### src/rtl/clk_div_pkg.sv
// Shared types and constants for the runtime-programmable clock divider.
package clk_div_pkg;

  localparam int DIV_W_DEF = 16;
  localparam int MIN_DIV   = 2;

  typedef enum logic [1:0] {
    IDLE = 2'd0,
    RUN  = 2'd1,
    PEND = 2'd2
  } clk_div_state_t;

endpackage

### src/rtl/clk_div_if.sv
// Ratio configuration port: valid/ready handshake plus a reject pulse.
interface clk_div_cfg_if #(parameter int DIV_W = 16);

  logic             cfg_valid;
  logic [DIV_W-1:0] cfg_div;
  logic             cfg_ready;
  logic             cfg_err;

  modport master (output cfg_valid, output cfg_div, input cfg_ready, input cfg_err);
  modport slave  (input cfg_valid, input cfg_div, output cfg_ready, output cfg_err);

endinterface

### src/rtl/clk_div_core.sv
// Period counter with registered clk_out/tick; run is the controller's next-cycle run decision.
module clk_div_core
  import clk_div_pkg::*;
#(
  parameter int DIV_W = DIV_W_DEF
) (
  input  logic             clk,
  input  logic             rst,
  input  logic             run,
  input  logic [DIV_W-1:0] div,
  output logic             clk_out,
  output logic             tick,
  output logic             last
);

  logic [DIV_W-1:0] cnt;
  logic [DIV_W-1:0] cnt_next;
  logic [DIV_W-1:0] half;
  logic             active;

  assign half = div >> 1;
  assign last = active && (cnt == div - DIV_W'(1));

  // Counter restarts at 0 on start, at every boundary, and is held at 0 while stopped.
  always_comb begin
    cnt_next = '0;
    if (run && active && !last) begin
      cnt_next = cnt + DIV_W'(1);
    end
  end

  // At a boundary cnt_next is 0 and half >= 1, so the first cycle of any period is high
  // regardless of which ratio the new period uses.
  always_ff @(posedge clk) begin
    if (rst) begin
      cnt     <= '0;
      active  <= 1'b0;
      clk_out <= 1'b0;
      tick    <= 1'b0;
    end else begin
      cnt     <= cnt_next;
      active  <= run;
      clk_out <= run && (cnt_next < half);
      tick    <= run && (cnt_next == '0);
    end
  end

endmodule

### src/rtl/clk_div_ctrl.sv
// Divider controller: run/stop FSM, ratio handshake and pending-ratio commit at period boundaries.
module clk_div_ctrl
  import clk_div_pkg::*;
#(
  parameter int DIV_W   = DIV_W_DEF,
  parameter int DEF_DIV = 500
) (
  input  logic             clk,
  input  logic             rst,
  input  logic             en,
  clk_div_cfg_if.slave     cfg,
  output logic [DIV_W-1:0] cur_div,
  output logic             clk_out,
  output logic             tick
);

  clk_div_state_t   state;
  clk_div_state_t   next_state;
  logic [DIV_W-1:0] pend_div;
  logic             cfg_err_q;
  logic             ready;
  logic             handshake;
  logic             legal;
  logic             accept;
  logic             last;
  logic             stopping;

  assign handshake = cfg.cfg_valid && ready;
  assign legal     = cfg.cfg_div >= DIV_W'(MIN_DIV);
  assign accept    = handshake && legal;
  assign stopping  = last && !en;

  always_ff @(posedge clk) begin
    if (rst) begin
      state <= IDLE;
    end else begin
      state <= next_state;
    end
  end

  // en is level-sensitive: only its value in the boundary cycle decides whether to stop,
  // so a dip that recovers before the boundary has no effect.
  always_comb begin
    next_state = state;
    unique case (state)
      IDLE: if (en) next_state = RUN;
      RUN: begin
        if (stopping) begin
          next_state = IDLE;
        end else if (accept) begin
          next_state = PEND;
        end
      end
      PEND: if (last) next_state = en ? RUN : IDLE;
      default: next_state = IDLE;
    endcase
  end

  always_comb begin
    ready         = (state != PEND);
    cfg.cfg_ready = ready;
    cfg.cfg_err   = cfg_err_q;
  end

  // A ratio accepted in the boundary cycle waits for the next boundary, unless that
  // boundary also stops the divider, in which case it is committed straight away.
  always_ff @(posedge clk) begin
    if (rst) begin
      cur_div   <= DIV_W'(DEF_DIV);
      pend_div  <= '0;
      cfg_err_q <= 1'b0;
    end else begin
      cfg_err_q <= handshake && !legal;
      unique case (state)
        IDLE: if (accept) cur_div <= cfg.cfg_div;
        RUN: begin
          if (accept) begin
            if (stopping) begin
              cur_div <= cfg.cfg_div;
            end else begin
              pend_div <= cfg.cfg_div;
            end
          end
        end
        PEND: if (last) cur_div <= pend_div;
        default: ;
      endcase
    end
  end

  clk_div_core #(.DIV_W(DIV_W)) u_core (
    .clk     (clk),
    .rst     (rst),
    .run     (next_state != IDLE),
    .div     (cur_div),
    .clk_out (clk_out),
    .tick    (tick),
    .last    (last)
  );

endmodule

### src/flat_wrapper.sv
// flat-port wrapper written by rule: the top's interface ports become plain ports
module clk_div_ctrl_flat import clk_div_pkg::*;
#(
  parameter int DIV_W   = DIV_W_DEF,
  parameter int DEF_DIV = 500
)
  (clk, rst, en, cur_div, clk_out, tick, cfg_cfg_valid, cfg_cfg_div, cfg_cfg_ready, cfg_cfg_err);
  clk_div_cfg_if #(.DIV_W(DIV_W)) cfg_i ();
  input  logic clk;
  input  logic rst;
  input  logic en;
  output logic [DIV_W-1:0] cur_div;
  output logic clk_out;
  output logic tick;
  input wire logic [$bits(cfg_i.cfg_valid)-1:0] cfg_cfg_valid;
  input wire logic [$bits(cfg_i.cfg_div)-1:0] cfg_cfg_div;
  output wire logic [$bits(cfg_i.cfg_ready)-1:0] cfg_cfg_ready;
  output wire logic [$bits(cfg_i.cfg_err)-1:0] cfg_cfg_err;
  assign cfg_i.cfg_valid = cfg_cfg_valid;
  assign cfg_i.cfg_div = cfg_cfg_div;
  assign cfg_cfg_ready = cfg_i.cfg_ready;
  assign cfg_cfg_err = cfg_i.cfg_err;
  clk_div_ctrl #(.DIV_W(DIV_W), .DEF_DIV(DEF_DIV)) u_core (.clk(clk), .rst(rst), .en(en), .cfg(cfg_i), .cur_div(cur_div), .clk_out(clk_out), .tick(tick));
endmodule
### config.mk
export PLATFORM = sky130hd
export DESIGN_NAME = clk_div_ctrl_flat
export DESIGN_NICKNAME = d
export VERILOG_FILES = /design/src/rtl/clk_div_pkg.sv /design/src/rtl/clk_div_if.sv /design/src/rtl/clk_div_core.sv /design/src/rtl/clk_div_ctrl.sv /design/src/flat_wrapper.sv
export SDC_FILE = /design/constraint.sdc
export NUM_CORES = 1
export LEC_CHECK = 0
export BUFFER_PORTS_ARGS = -buffer_cell sky130_fd_sc_hd__buf_2
export CORE_MARGIN = 1
export CORE_UTILIZATION = 25
export DETAILED_ROUTE_END_ITERATION = 8
export GPL_ROUTABILITY_DRIVEN = 0
export PLACE_DENSITY = 0.42
export SETUP_SLACK_MARGIN = 0.4
export SYNTH_ARGS = -nofsm -noshare
export SYNTH_HDL_FRONTEND = slang
export SYNTH_SLANG_ARGS = --single-unit
### constraint.sdc
create_clock -name clk -period 5.9 [get_ports clk]
set_clock_uncertainty 0.1 [all_clocks]
set_input_delay 0.885 -clock clk [delete_from_list [all_inputs] [get_ports clk]]
set_output_delay 0.885 -clock clk [all_outputs]
set_load 0.05 [all_outputs]
==> Word-level counts from Yosys, hierarchy flattened <==
Cells that the tools add are included.
{ "totals": {"regBits": 54, "latchBits": 0, "mem_bits_rw": 0, "mem_bits_ro": 0, "inputBits": 20, "out_inout_bits": 20, "elab_cells": 51, "mem_count": 0} }
{ "classes": {"n_addsub": 2, "mul": 0, "n_div": 0, "magnitude_cmp": 2, "n_eq_ne": 8, "shift": 0, "muxes": 12, "bitwise_logic": 1, "reduce_logical": 18} }
{ "ops": {"columns": ["cell", "n"], "rows": [
  ["16-bit two-way mux", 5],
  ["16-bit case mux with 3 select lines", 1],
  ["16-bit by 1-bit adder with 16-bit output, second input constant", 1],
  ["16-bit equality test", 1],
  ["16-bit by 2-bit greater-or-equal comparator with 1-bit output, second input constant", 1],
  ["16-bit logical NOT", 1],
  ["16-bit by 15-bit < comparator with 1-bit output", 1],
  ["16-bit by 1-bit subtractor with 16-bit output, second input constant", 1],
  ["1-bit logical AND", 9],
  ["2-bit two-way mux", 4],
  ["2-bit by 1-bit inequality test with 1-bit output, second input constant", 3],
  ["2-bit case mux with 3 select lines", 1],
  ["5-bit AND reduction", 1],
  ["2-bit inequality test, second input constant", 2],
  ["1-bit logical NOT", 3],
  ["3-bit AND reduction", 1],
  ["3-bit nonzero test", 1],
  ["2-bit by 1-bit equality test with 1-bit output, second input constant", 1],
  ["2-bit equality test, second input constant", 1],
  ["2-bit logical NOT", 1],
  ["2-bit nonzero test", 1],
  ["1-bit two-way mux", 1],
  ["1-bit NOT", 1]
]} }

==> Depth between registers and ports, before layout <==
Gate-level depths: netlist of run 1.
{ "logic_depth": {"depth_word": 12, "ltp_mapped": 20, "ltp_nobuf": 17} }

==> Cells and area by module <==
A second synthesis of run 1 with hierarchy kept.
{ "unflattened": {"cells_unflattened": 461, "area_unflattened_um2": 3742.3} }
{ "by_module_without_submodules": {"columns": ["mod", "n_inst", "cells_each", "area_per_inst_um2", "seq_area_each_um2"], "rows": [
  ["clk_div_core", 1, 262, 2001.9, 380.4],
  ["clk_div_ctrl", 1, 199, 1740.4, 700.7]
]} }

==> Worst setup path after synthesis of run 1 <==
No wires, ideal clock.
{ "synth_path": {"kind": "register to register", "from": "register u_core.cur_div[0]", "to": "register u_core.u_core.clk_out", "setup_ps": 116, "t_arrival_ps": 4304, "required_time_ps": 5684, "setup_slack_ps": 1379, "stages_incl_launch_ff": 19, "path_buffers": 2, "synth_period_minus_slack_ps": 4521, "cell_sequence": "dfxtp_1 -> inv_1 -> ha_1 -> or3b_2 -> a2111oi_2 -> o32ai_1 -> or3_1 -> nor4_4 -> or3_1 -> clkbuf_1 -> buf_2 -> nor2_1 -> ha_1 -> nand3_1 -> nor2_1 -> o21ai_0 -> or3_1 -> o21a_1 -> o211a_1"} }
{ "synth_between": {"elab_chain_len": 12, "word_cells_on_any_way": 14, "cone_classes": "1 x add/sub; 1 x order compare; 1 x eq/ne; 4 x mux; 7 x reduce/logical"} }
{ "synth_lines": {"columns": ["element", "line_no", "rtl"], "rows": [
  ["start, declared", "clk_div_ctrl.sv:12", "output logic [DIV_W-1:0] cur_div,"],
  ["start signal, assigned", "clk_div_ctrl.sv:69", "cur_div <= DIV_W'(DEF_DIV);"],
  ["start signal, assigned", "clk_div_ctrl.sv:75", "IDLE: if (accept) cur_div <= cfg.cfg_div;"],
  ["start signal, assigned", "clk_div_ctrl.sv:79", "cur_div <= cfg.cfg_div;"],
  ["16-bit by 1-bit subtractor with 16-bit output (*)", "clk_div_core.sv:22", "assign last = active && (cnt == div - DIV_W'(1));"],
  ["16-bit equality test (*)", "clk_div_core.sv:22", null],
  ["1-bit logical AND (*)", "clk_div_core.sv:22", null],
  ["1-bit logical AND", "clk_div_ctrl.sv:31", "assign stopping = last && !en;"],
  ["2-bit two-way mux", "clk_div_ctrl.sv:48", "if (stopping) begin"],
  ["2-bit case mux with 3 select lines", "clk_div_ctrl.sv:45", "unique case (state)"],
  ["2-bit nonzero test", "clk_div_ctrl.sv:94", ".run (next_state != IDLE),"],
  ["1-bit logical AND", "clk_div_core.sv:27", "if (run && active && !last) begin"],
  ["1-bit logical AND (*)", "clk_div_core.sv:27", null],
  ["16-bit two-way mux (*)", "clk_div_core.sv:27", null],
  ["via u_core.u_core.cnt_next[14]", "clk_div_core.sv:17", "logic [DIV_W-1:0] cnt_next;"],
  ["16-bit by 15-bit < comparator with 1-bit output (*)", "clk_div_core.sv:43", "clk_out <= run && (cnt_next < half);"],
  ["1-bit logical AND (*)", "clk_div_core.sv:43", null],
  ["end signal, assigned", "clk_div_core.sv:43", null],
  ["end, declared", "clk_div_core.sv:11", "output logic clk_out,"]
]} }
Mark *: on every way through the listed nets, which the timed path passes. The rest lies on a longest branch.
A chain may end at the register's enable or synchronous reset.

==> Worst setup path after layout of run 1 <==
Ends and elaborated chain as after synthesis.

==> results of run 1 <==
-- final cells by class --
| class | instances | area share |
|---|---|---|
| Multi-Input combinational cell | 337 | 0.569 |
| Sequential cell | 54 | 0.258 |
| Timing Repair Buffer | 44 | 0.0555 |
| Tap cell | 184 | 0.0549 |
| Clock buffer | 6 | 0.0307 |
| Inverter | 26 | 0.0233 |
| Clock inverter | 2 | 0.00895 |
-- power by group through the flow --
stage	Combinational [mW]	Sequential, mW	Clock [mW]
after floorplan	0.125	0.447	0
after global placement	0.206	0.418	0
after detailed placement	0.207	0.419	0
after CTS	0.208	0.410	0.366
after global routing	0.225	0.413	0.377
final	0.206	0.410	0.351
-- synthesized netlist by cell type, drive strengths merged, types with 10 or more instances --
library cell	instances
a21oi	14
clkbuf	20
dfxtp	54
ha	16
inv	26
mux2	10
mux2i	32
nand2	13
nand2b	34
nand3	10
nand4	11
nor2	48
nor3	28
nor4	10
xnor2	24
-- per-layer routing --
layer,global-route usage,vias to the layer above
met5,0,-
met4,0.0437,0
met3,0.0288,12
met2,0.232,47
met1,0.187,1527
li1,-,1613
-- state kept, by name, summed over array words and instances (netlist names) --
register,cells
u_core.u_core.clk_out,1
u_core.u_core.tick,1
u_core.u_core.active,1
u_core.cfg.cfg_err,1
u_core.cur_div,16
u_core.state,2
u_core.u_core.cnt,16
u_core.pend_div,16
-- path summary, 6_finish.rpt --
check                           start                    end  slack (ns)
setup / recovery    u_core.cur_div[0]  u_core.u_core.clk_out        1.08
hold / removal    u_core.pend_div[12]    u_core.pend_div[12]        0.37
setup reg to reg    u_core.cur_div[0]  u_core.u_core.clk_out        1.08
hold reg to reg   u_core.pend_div[12]    u_core.pend_div[12]        0.37
-- per-stage QoR --
step	hold slack [ns]	worst slack, ns	instance area, sq um	total power, mW
after floorplan	0.348	1.38	3700	0.571
after global placement	0.358	1.25	4030	0.625
after detailed placement	0.366	1.11	4030	0.626
after CTS	0.379	1.08	4190	0.984
after global routing	0.388	0.803	4190	1.02
final	0.374	1.08	4190	0.966
-- kinds of logic after synthesis --
logic type / Yosys count
flops: 54
mux: 42
fa+ha+maj: 16
compound gates: 63
xor+xnor: 33
buf+inv: 55
simple gates: 183
-- tightest hold or removal path, cell delays in order (launching register included) --
cell	delay [ns]
dfxtp_1	0.31
nand2b_1	0.06
mux2i_1	0.06
==> results.tsv, run 1 <==
metric	value	unit
status	completed	
vias	3199	
gr-usage-all-layers	0.142	
worstPathMaxFanout	22	
top_layer	met4	
synthTopCellsByArea	dfxtp_1 29%, mux2i_1 8.7%, nand2b_1 5.7%, xnor2_1 5.7%, ha_1 5.4%	
clock_insertion_delay_worst_skew	0.31	ns
area_growth	13.3	%
async_reset_ff_frac	0	
ys_seq_area_frac	0.292	
cpMostUsedCell	or3_1	
cp.depth	17	
synth_top_area_frac	0.292	
drtAntennaViolNets	0	
max_stage_delay	0.49	ns
dieArea	15300	sq um
min_path_cells	2	
p_switching	308	uW
reg2reg_depth	17	
synth_fa_ha_area_frac	0.0541	
vdd_drop_max	0.121	mV
first_global_vias	3087	
antenna_found_initial	0	
wl_met1	5.03	mm
cts-buffers-inserted	5	
htree_levels	2	
syn_inst	446	
cp-end-kind	flop	
drive_gt1_frac	0.154	
synth_seq_cells	54	
portBuffers	39	
drv_slew	0	
power_density	230	nW/um^2
cts_resized	0	
cts_root_buf	clkbuf_16	
grt_max_degree	44	
clkPwrFrac	0.363	
synth-edff-count	0	
clk_path_buf_depth	2	
pwr-share-comb	0.213	
route.met3.wl	287	um
critical_path_class	flop to flop	
final_util	0.290	
initial_utilization	0.256	
dpl.hpwl	7.87	mm
clk_pin_slew_worst_paths	0.07	ns
p_seq_frac	0.424	
syn-num-nets	482	
muxShareOfSynthArea	0.121	
wl	10.2	mm
synth_top_family_by_area	simple AND/OR/NAND/NOR gates	
cp-start-kind	flop	
synth_xor_area_frac	0.0781	
synthSimpleGateAreaFrac	0.268	
grt_pass1_wl	16.5	mm
rows	44	
die_h	124	um
io_pins	40	
dr_wl_met2	4.76	mm
finalCriticalPeriod	4.82	ns
wire_per_inst	15.7	um
core-area	14500	sq um
clock_sinks	54	
ys.flop_type	dfxtp_1	
cts_hold_buf	0	
avgSynthCellArea	8.30	sq um
overflow	0	
required	6.01	ns
syn_area	3700	sq um
min_path_type	flop to flop	
cp.arrival	4.93	ns
maxSlewHeadroom	0.268	
setup_tns	0	ns
slowest_stage	or3b_2	
path_cells	inv_1, ha_1, or3b_2, a2111oi_2, o32ai_1, or3_1, nor4_4, or3_1, buf_4, nor2_1, ha_1, nand4_1, nor2_1, o21ai_0, or3_1, o21a_1, o211a_1	
synth-compound-area-share	0.123	
final_cell_mix	54 x dfxtp_1, 48 x nor2_1, 39 x buf_2, 34 x nand2b_1, 32 x mux2i_1	
n_antenna_cell	0	
fin_crit_sh	0.817	
fmax	207	MHz
worstMarginPinSlew	1.10	ns
via_per_inst	4.90	
path_delay_family	simple AND/OR/NAND/NOR gates	
swShare	0.319	
hold_violations	0	
yosysWarnings	0	
synth_cell_types	56	
yosys.area.top_type	dfxtp_1	
layout.area.seq	1080	sq um
post-route-drc-count	0	
setup_viol	0	
cp.buffers_inverters	2	
nets	504	
die_x	124	um
maxCapViolCount	0	
multi_input_area	2390	sq um
p_int	658	uW
cts_setup_buffers	0	
num-fill-cells	1585	
p_leak	1.67	nW
drtPass1Iterations	4	
cts_tree	done	
final_common_cell	dfxtp_1	
drt_iter0_markers	113	
rsz0062_at_grt	false	
dp_cells	645	
layoutNonFillerInstCount	653	
Note: power is estimated with default switching activity, not from simulation.
==> inputs of run 2 (changes only) <==
Settings changed: PLACE_DENSITY 0.42 to 0.43.
Clock period 5.9 ns to 4.32 ns, I/O delays scaled along.
==> results.tsv, run 2 (synthesized netlist as in run 1, its figures left out) <==
metric	value	unit
rrSetupSlack	0.38	ns
final_util	0.303	
drtAntennaViolNets	0	
io_pins	40	
cpMostUsedCell	or3_4	
rsz0062_at_grt	true	
slowest_stage	or3b_4	
vdd_drop_max	0.148	mV
layout.area.seq	1090	sq um
path_cells	inv_4, ha_4, or3b_4, a2111oi_4, o32ai_2, or3_4, nor4_4, or3_4, buf_12, nor2_1, ha_1, nand3_2, nor2_2, o21ai_1, or3_1, o21a_1, o211a_1	
top_regs	u_core.cur_div (16), u_core.pend_div (16), u_core.u_core.cnt (16)	
via_per_inst	4.85	
status	completed	
die_h	124	um
drt_iter0_markers	135	
p_leak	1.77	nW
cts_root_buf	clkbuf_16	
grt.met3_usage	0.0220	
power_density	298	nW/um^2
initial_utilization	0.256	
wl	10.4	mm
clock_insertion_delay_worst_skew	0.30	ns
worstHoldStart	u_core.pend_div[11]	
hold_violations	0	
grt_pass1_wl	17.5	mm
fmax	254	MHz
cts_tree	done	
drtPass1Iterations	4	
fin_crit_sh	0.911	
grt_max_degree	83	
finalCriticalPeriod	3.94	ns
r2r_end	u_core.u_core.clk_out	
timing.rr.start	u_core.cur_div[1]	
clock_sinks	54	
setup_viol	0	
grt_use_met2	0.240	
power.total	1.31	mW
holdWs	0.375	ns
cp-start-kind	flop	
setup_tns	0	ns
clk_pin_slew_worst_paths	0.08	ns
gr-usage-all-layers	0.148	
area_growth	18.7	%
vias	3225	
cts-buffers-inserted	5	
core-area	14500	sq um
max_stage_delay	0.41	ns
dpl.hpwl	7.68	mm
clk_path_buf_depth	2	
final_cell_mix	49 x dfxtp_1, 47 x nor2_1, 39 x buf_2, 34 x nand2b_1, 32 x mux2i_1	
holdPathEnd	u_core.pend_div[11]	
maxSlewHeadroom	0.498	
dp_cells	654	
n_antenna_cell	0	
worstMarginPinSlew	0.753	ns
wire_per_inst	15.6	um
maxCapViolCount	0	
worstPathMaxFanout	16	
dieArea	15300	sq um
htree_levels	2	
met1_usage	0.202	
cp-end-kind	flop	
reg2reg_depth	17	
multi_input_area	2460	sq um
cp.arrival	4.03	ns
min_path_type	flop to flop	
overflow	0	
portBuffers	39	
min_path_cells	2	
nets	516	
required	4.41	ns
drv_slew	0	
num-fill-cells	1542	
rows	44	
first_global_vias	3349	
drive_gt1_frac	0.206	
critical_path_class	flop to flop	
post-route-drc-count	0	
antenna_found_initial	0	
final_common_cell	dfxtp_1	
busiest_layer	met2	
layoutNonFillerInstCount	665	
die_x	124	um
## run 2: changes by cell type in the layout (fill, tap and decap cells not counted), moves of 2 or more
cell     change
buf_4       +10
dfxtp_1      -5
dfxtp_2      +2
dfxtp_4      +3
inv_1        -2
inv_6        +2
o21ai_0      -2
o21ai_1      +2
or3_1        -2
or3_4        +2
## run 2: worst max-delay path, delay by kind of cell, from the launching register on
kind	cells	cell delay (ns)
flip-flops	1	0.39
AND/OR/NAND/NOR	8	1.70
adder cells (fa/ha/maj)	2	0.48
AO/OA/AOI/OAI	5	0.93
buffers and inverters	2	0.20
## run 2: cell type report
cell class | instances | share of cell area
repair buffers | 56 | 0.0821
flip-flops and latches | 54 | 0.249
clock inverters | 2 | 0.00399
clock buffers | 6 | 0.0293
well taps | 184 | 0.0524
inverters | 26 | 0.0228
multi-input cells | 337 | 0.560
## run 2: per-layer routing
layer  wire (um)  part of all wire
met5           0                 0
met4         155             0.015
met3         325             0.031
met2        4760              0.46
met1        5130              0.49
## run 2: worst max-delay path by stage
stage                                  to              start  slack (ns)  cells past startpoint
floorplan           u_core.u_core.clk_out  u_core.cur_div[0]        0.27                     18
global placement    u_core.u_core.clk_out  u_core.cur_div[1]        0.34                     17
detailed placement  u_core.u_core.clk_out  u_core.cur_div[0]        0.27                     17
CTS                 u_core.u_core.clk_out  u_core.cur_div[0]        0.40                     17
global route        u_core.u_core.clk_out  u_core.cur_div[0]        0.13                     17
finish              u_core.u_core.clk_out  u_core.cur_div[1]        0.38                     17
## run 2: power by group
part           leakage (nW)  switching [mW]  internal [mW]
Clock                0.0719           0.206          0.220
Sequential            0.441          0.0347          0.524
Combinational          1.26           0.193          0.129
## run 2: repair_timing
item	in CTS	in global routing
setup buffers	2	0
setup endpoints to repair	1	1
hold buffers	0	0
cloned	1	0
resized for setup	5	4
pin swaps	5	0
## run 2: metrics by stage
| step | instance area (sq um) | setup slack [ns] |
|---|---|---|
| after CTS | 4370 | 0.403 |
| after detailed placement | 4150 | 0.267 |
| after global routing | 4390 | 0.128 |
| final | 4390 | 0.383 |
| after global placement | 4150 | 0.336 |
| after floorplan | 3760 | 0.272 |
